--- src/rtl/async_fifo_rd_stream.sv ---
// Read-side adapter behind the async FIFO.
// Drains show-ahead FIFO into a framed valid/ready stream.
module async_fifo_rd_stream #(
  parameter int WIDTH   = 8,
  parameter int PKT_LEN = 16,
  localparam int BEAT_W = (PKT_LEN > 1) ? $clog2(PKT_LEN) : 1
) (
  input  logic              rd_clk,
  input  logic              rd_arstn,
  output logic              fifo_rd_en,
  input  logic [WIDTH-1:0]  fifo_rd_data,
  input  logic              fifo_rd_empty,
  input  logic              clear,
  output logic              m_valid,
  input  logic              m_ready,
  output logic [WIDTH-1:0]  m_data,
  output logic              m_last,
  output logic [BEAT_W-1:0] m_beat
);

  localparam logic [BEAT_W-1:0] LAST_BEAT = BEAT_W'(PKT_LEN - 1);

  logic              run_q;
  logic [1:0]        count_q, count_d;
  logic [WIDTH-1:0]  head_q, head_d;
  logic [WIDTH-1:0]  skid_q, skid_d;
  logic [BEAT_W-1:0] beat_q, beat_d;
  logic              push, pop;

  // Pop request uses only registered state and FIFO flags
  always_comb begin
    fifo_rd_en = run_q & ~clear & ~fifo_rd_empty & (count_q != 2'd2);
    push       = fifo_rd_en;
    pop        = (count_q != 2'd0) & m_ready;
  end

  // Occupancy, storage and beat counter registers
  always_ff @(posedge rd_clk or negedge rd_arstn) begin
    if (!rd_arstn) begin
      run_q   <= 1'b0;
      count_q <= 2'd0;
      head_q  <= '0;
      skid_q  <= '0;
      beat_q  <= '0;
    end else begin
      run_q   <= 1'b1;
      count_q <= count_d;
      head_q  <= head_d;
      skid_q  <= skid_d;
      beat_q  <= beat_d;
    end
  end

  // Next state: clear wins, skid entry is always older than a push
  always_comb begin
    count_d = count_q;
    head_d  = head_q;
    skid_d  = skid_q;
    beat_d  = beat_q;
    if (clear) begin
      count_d = 2'd0;
      beat_d  = '0;
    end else begin
      if (pop) begin
        beat_d = (beat_q == LAST_BEAT) ? '0 : beat_q + BEAT_W'(1);
      end
      unique case (count_q)
        2'd0: begin
          if (push) begin
            head_d  = fifo_rd_data;
            count_d = 2'd1;
          end
        end
        2'd1: begin
          if (push && pop) begin
            head_d = fifo_rd_data;
          end else if (push) begin
            skid_d  = fifo_rd_data;
            count_d = 2'd2;
          end else if (pop) begin
            count_d = 2'd0;
          end
        end
        2'd2: begin
          if (pop) begin
            head_d  = skid_q;
            count_d = 2'd1;
          end
        end
        default: count_d = 2'd0;
      endcase
    end
  end

  // Stream outputs straight from registers
  always_comb begin
    m_valid = (count_q != 2'd0);
    m_data  = head_q;
    m_beat  = beat_q;
    m_last  = m_valid & (beat_q == LAST_BEAT);
  end

endmodule

--- config.mk ---
export PLATFORM = sky130hd
export DESIGN_NAME = async_fifo_rd_stream
export DESIGN_NICKNAME = d
export VERILOG_FILES = /design/src/rtl/async_fifo_rd_stream.sv
export SDC_FILE = /design/constraint.sdc
export NUM_CORES = 1
export LEC_CHECK = 0
export CORE_ASPECT_RATIO = 1.2
export CORE_MARGIN = 8
export CORE_UTILIZATION = 40
export DETAILED_ROUTE_END_ITERATION = 10
export GPL_TIMING_DRIVEN = 1
export HOLD_SLACK_MARGIN = 0.02
export MAX_ROUTING_LAYER = met4
export PLACE_DENSITY_LB_ADDON = 0.12
export SLEW_MARGIN = 20
export SYNTH_ARGS = -nofsm -noshare
export SYNTH_HDL_FRONTEND = slang
export SYNTH_SLANG_ARGS = --single-unit
--- constraint.sdc ---
create_clock -name rd_clk -period 1.8 [get_ports rd_clk]
set_input_delay 0.18 -clock rd_clk [delete_from_list [all_inputs] [get_ports rd_clk]]
set_output_delay 0.18 -clock rd_clk [all_outputs]
set_load 0.03 [all_outputs]
# Yosys cells after proc, flatten, opt, wreduce, memory -nomap -nowiden
# Index checks and enable logic that the tools add are counted.
op_classes:
  add_sub_neg: 1
  eq_ne: 11
  mux: 14
  bitwise_logic: 8
  reduce_logical: 8
ops:
  columns: ["cell", "count"]
  rows:
  - ["$mux 8", 3]
  - ["$pmux 8 s3", 1]
  - ["$mux 2", 6]
  - ["$mux 4", 3]
  - ["$ne 3x3->1 const B", 3]
  - ["$ne 2x2->1 const B", 4]
  - ["$reduce_and 4->1", 2]
  - ["$pmux 2 s3", 1]
  - ["$and 1x1->1", 5]
  - ["$reduce_and 5->1", 1]
  - ["$add 4x1->4 const B", 1]
  - ["$eq 4x4->1 const B", 1]
  - ["$ne 4x4->1 const B", 1]
  - ["$reduce_bool 2->1", 2]
  - ["$not 1->1", 3]
  - ["$reduce_bool 3->1", 1]
  - ["$eq 2x1->1 const B", 1]
  - ["$eq 2x2->1 const B", 1]
  - ["$logic_not 2->1", 1]
  - ["$logic_and 1x1->1", 1]
word_totals:
  reg_bits: 23
  inputBits: 13
  out_inout_bits: 15
  word_cells: 47

# Longest topological paths before layout
depth:
  depth_word: 8
  ltp_mapped: 6
  mapped_depth_nobuf: 4

# Worst setup path after synthesis
# OpenSTA, ideal clock, no wires.
synth_timing:
  path_type: "reg2out"
  from: "register count_q[1]"
  to: "output port fifo_rd_en"
  t_arrival_ns: 1.566
  required_ns: 1.620
  setup_slack_ns: 0.054
  path_stages_with_launch: 4
  n_path_buf: 1
  cell_sequence: "dfrtp_1 > and2b_2 > buf_2 > nor3b_1"
synth_via:
  elab_chain_len: 2
synth_lines:
  columns: ["element", "line", "text"]
  rows:
  - ["start, declared", "24", "logic [1:0] count_q, count_d;"]
  - ["start signal, assigned", "47", "count_q <= count_d;"]
  - ["$ne 2x2->1", "32", "fifo_rd_en = run_q & ~clear & ~fifo_rd_empty & (count_q != 2'd2);"]
  - ["$and 1x1->1", "32", null]
  - ["end, declared", "10", "output logic fifo_rd_en,"]
# No other way between the ends.

# Worst setup path after layout
layout_timing:
  from: "register count_q[1]"
  to: "output port m_last"
layout_via:
  elab_chain_len: 2
layout_lines:
  columns: ["element", "line", "text"]
  rows:
  - ["$reduce_bool 2->1", "97", "m_valid = (count_q != 2'd0);"]
  - ["$and 1x1->1", "100", "m_last = m_valid & (beat_q == LAST_BEAT);"]
  - ["end, declared", "17", "output logic m_last,"]
# No other way between the ends.

==> run_results.csv <==
group,metric,value,unit
placed_design,place_hpwl,1608,um
finish,synthToLayoutAreaGrowth,33.37,%
cts,cts_num_sinks,23,
timing,finalClockSkew,8.113,ps
synthesis,synth-async-reset-ratio,100.0,%
pwr,p_per_area,797.3,nW/um^2
synthesis,synth_area,1087,um^2
cts,clk_pin_slew,130,ps
pwr,p_leak,0.6388,nW
cts,cts-root-buf,"clkbuf_4",
cts,cts_tree,"yes",
timing,tns,0,ps
drt,vias_per_cell,5.013,
critical_path,r2r-end,"skid_q[6]$_DFFE_PN0P_",
global_route,antenna_found_initial,0,
global_route,overflow,0,
synthesis,synth_nets,104,
synthesis,synth_seq_cells,23,
floorplan,dieArea,4650,um^2
timing,setup_viol,0,
drt,wl,2142,um
pwr,vdd_drop_max,0.0005198,V
placed_design,port_buffers,27,
timing,max_freq,581.2,MHz
drt,firstDrtPassIters,2,
critical_path,required,1620,ps
drt,drtIter0Drc,10,
timing,finalHoldViolations,0,
critical_path,endpoint_kind,"primary output",
outcome,status,"finished, final reports clean",
critical_path,crit_fanout,2,
critical_path,cp-endpoint,"m_last",
floorplan,die_h,73.12,um
floorplan,io_pins,28,
floorplan,core_region_area,2552,um^2
cts,cts_buffers,3,
synthesis,syn_avg_cell_area,12.08,um^2
finish,fin_nets,138,
floorplan,die-width,63.60,um
cts,cts_buffer_depth,2,
global_route,grt_max_degree,24,
drt,ant_nets,0,
cts,cts_htree_levels,1,
timing,period_share,95.59,%
synthesis,synthFlopType,"dfrtp_1",
critical_path,critPathKind,"register to primary output",
finish,antenna_cells,0,
critical_path,reg2reg_depth,4,
job,drv_cap,0,
drt,drc,0,
pwr,power,1.156,mW
global_route,grt_pass1_vias,824,
cts,hold_buffers,0,
synthesis,synth_cells,90,
synthesis,synth_cell_type_count,30,
drt,wire_per_inst,13.73,um
finish,instances_no_fill,156,
floorplan,rows,20,
timing,period_needed,1721,ps
synthesis,ys_seq_area_share,52.93,%
critical_path,reg2reg_from,"count_q[0]$_DFFE_PN0P_",
placed_design,dpl.cell_count,152,
finish,drive_gt1_share,21.95,%
floorplan,start_util,42.60,%
placed_design,gp_congestion,0.7462,
timing,rsz0062_at_grt,"false",
global_route,grt_pass1_wl,3684,um
critical_path,rrSetupSlack,380,ps
global_route,grt_usage,9.997,%
timing,whs,199.9,ps
synthesis,synth_edf_count,0,
timing,slew_violations,0,
critical_path,critPathLaunch,"count_q[1]$_DFFE_PN0P_",
critical_path,cp_data_arrival_time,1540,ps
finish,n_fill_cell,242,
synthesis,ys_warn_count,0,
drt,num_vias,782,
worst_hold_path,hold_class,"input port to asynchronous set/reset pin",
cts,clk_latency,310,ps
critical_path,critPathLaunchType,"register",
==> worst max-delay path: stages, from the launching register on <==
cell	delay (ps)
dfrtp_1	400
or2_2	300
and4_1	190
clkdlybuf4s15_1	330
==> final cells by class <==
type                            count  area [um^2]  area share [%]
Sequential cell                    23        575.6           39.69
Multi-Input combinational cell     64        489.2           33.74
Timing Repair Buffer               32        316.6           21.83
Tap cell                           33        41.29           2.847
Clock buffer                        3        22.52           1.553
Clock inverter                      1        5.005          0.3451
==> sequential cells by signal, indices dropped and copies added, names as in the netlist <==
name     cells
m_data       8
m_beat       4
skid_q       8
run_q        1
count_q      2
==> layout by cell type (no fill, tap or decap) <==
cell type	count
clkbuf_4	3
clkinv_2	1
clkdlybuf4s15_1	1
conb_1	1
a31oi_4	1
mux2i_1	9
nor2_1	6
buf_4	5
and4_1	1
dlygate4sd2_1	1
nor3b_1	1
o21a_4	1
nand2_1	11
o21a_1	1
clkdlybuf4s50_1	24
a2bb2oi_1	1
nor2b_4	1
o21ai_0	1
o21ai_2	2
mux2_2	8
a21oi_1	2
and4bb_1	1
xor2_1	2
and3b_2	1
and2b_4	1
nand2_2	1
dfrtp_1	23
o21ai_1	6
or2_2	1
ha_1	1
xnor2_1	1
buf_12	1
nand2b_1	1
or3_1	1
==> cell usage after synthesis, types with 2 or more instances <==
cell type	count	share of area, %
dfrtp_1	23	53
nand2_1	11	3.8
mux2i_1	9	8.3
mux2_2	8	8.3
nor2_1	6	2.1
o21ai_1	6	2.8
a21oi_1	2	0.92
o21ai_2	2	1.6
xor2_1	2	1.6
==> stage by stage <==
step / setup WS, ps / instance area (um^2) / util, %
global placement: 172.7 / 1423 / 55.74
detailed placement: 135.5 / 1423 / 55.74
floorplan: 53.86 / 1087 / -
finish: 79.31 / 1450 / 56.81
CTS: 58.86 / 1449 / 56.76
global route: 21.23 / 1450 / 56.81
==> routing by layer <==
layer,share of wire [%],global-route usage [%],vias up
met2,49,16.70,17
met3,6.3,3.072,2
met1,44,10.81,384
met4,0.70,4.218,0
li1,-,-,379
met5,0,-,-
==> cells by family after synthesis <==
group,count (synthesis),share of synthesized area (%)
other cells,1,0.3449
fa+ha+maj,1,1.151
xor+xnor,3,2.417
buf+inv,3,2.186
mux,17,16.57
compound gates,15,10.59
simple gates,27,13.81
flops,23,52.93
==> how the worst min path moves through the flow <==
stage / startpoint / endpoint / slack [ps] / depth (start not counted)
2_1_floorplan: rd_arstn / count_q[0]$_DFFE_PN0P_ / -120 / 0
3_3_place_gp: m_data[3]$_DFFE_PN0P_ / m_data[3]$_DFFE_PN0P_ / 460 / 2
3_5_place_dp: m_data[3]$_DFFE_PN0P_ / m_data[3]$_DFFE_PN0P_ / 470 / 2
4_1_cts: rd_arstn / run_q$_DFF_PN0_ / 200 / 2
5_1_grt: rd_arstn / count_q[0]$_DFFE_PN0P_ / 230 / 2
6_report: rd_arstn / run_q$_DFF_PN0_ / 200 / 2
==> repair_timing <==
| item | in CTS | in global routing |
|---|---|---|
| buffers inserted | 0 | 0 |
| setup endpoints to repair | 3 | 1 |
| gates resized for setup | 3 | 1 |
| gates cloned | 0 | 0 |
==> report_power, final <==
group / internal, mW / total, mW / switching [mW] / leakage, nW
clock network: 0.0829 / 0.237 / 0.154 / 0.0177
logic: 0.147 / 0.304 / 0.157 / 0.321
registers: 0.582 / 0.616 / 0.0332 / 0.300
total: 0.813 / 1.16 / 0.344 / 0.639
Note: power is estimated with default switching activity, not from simulation.
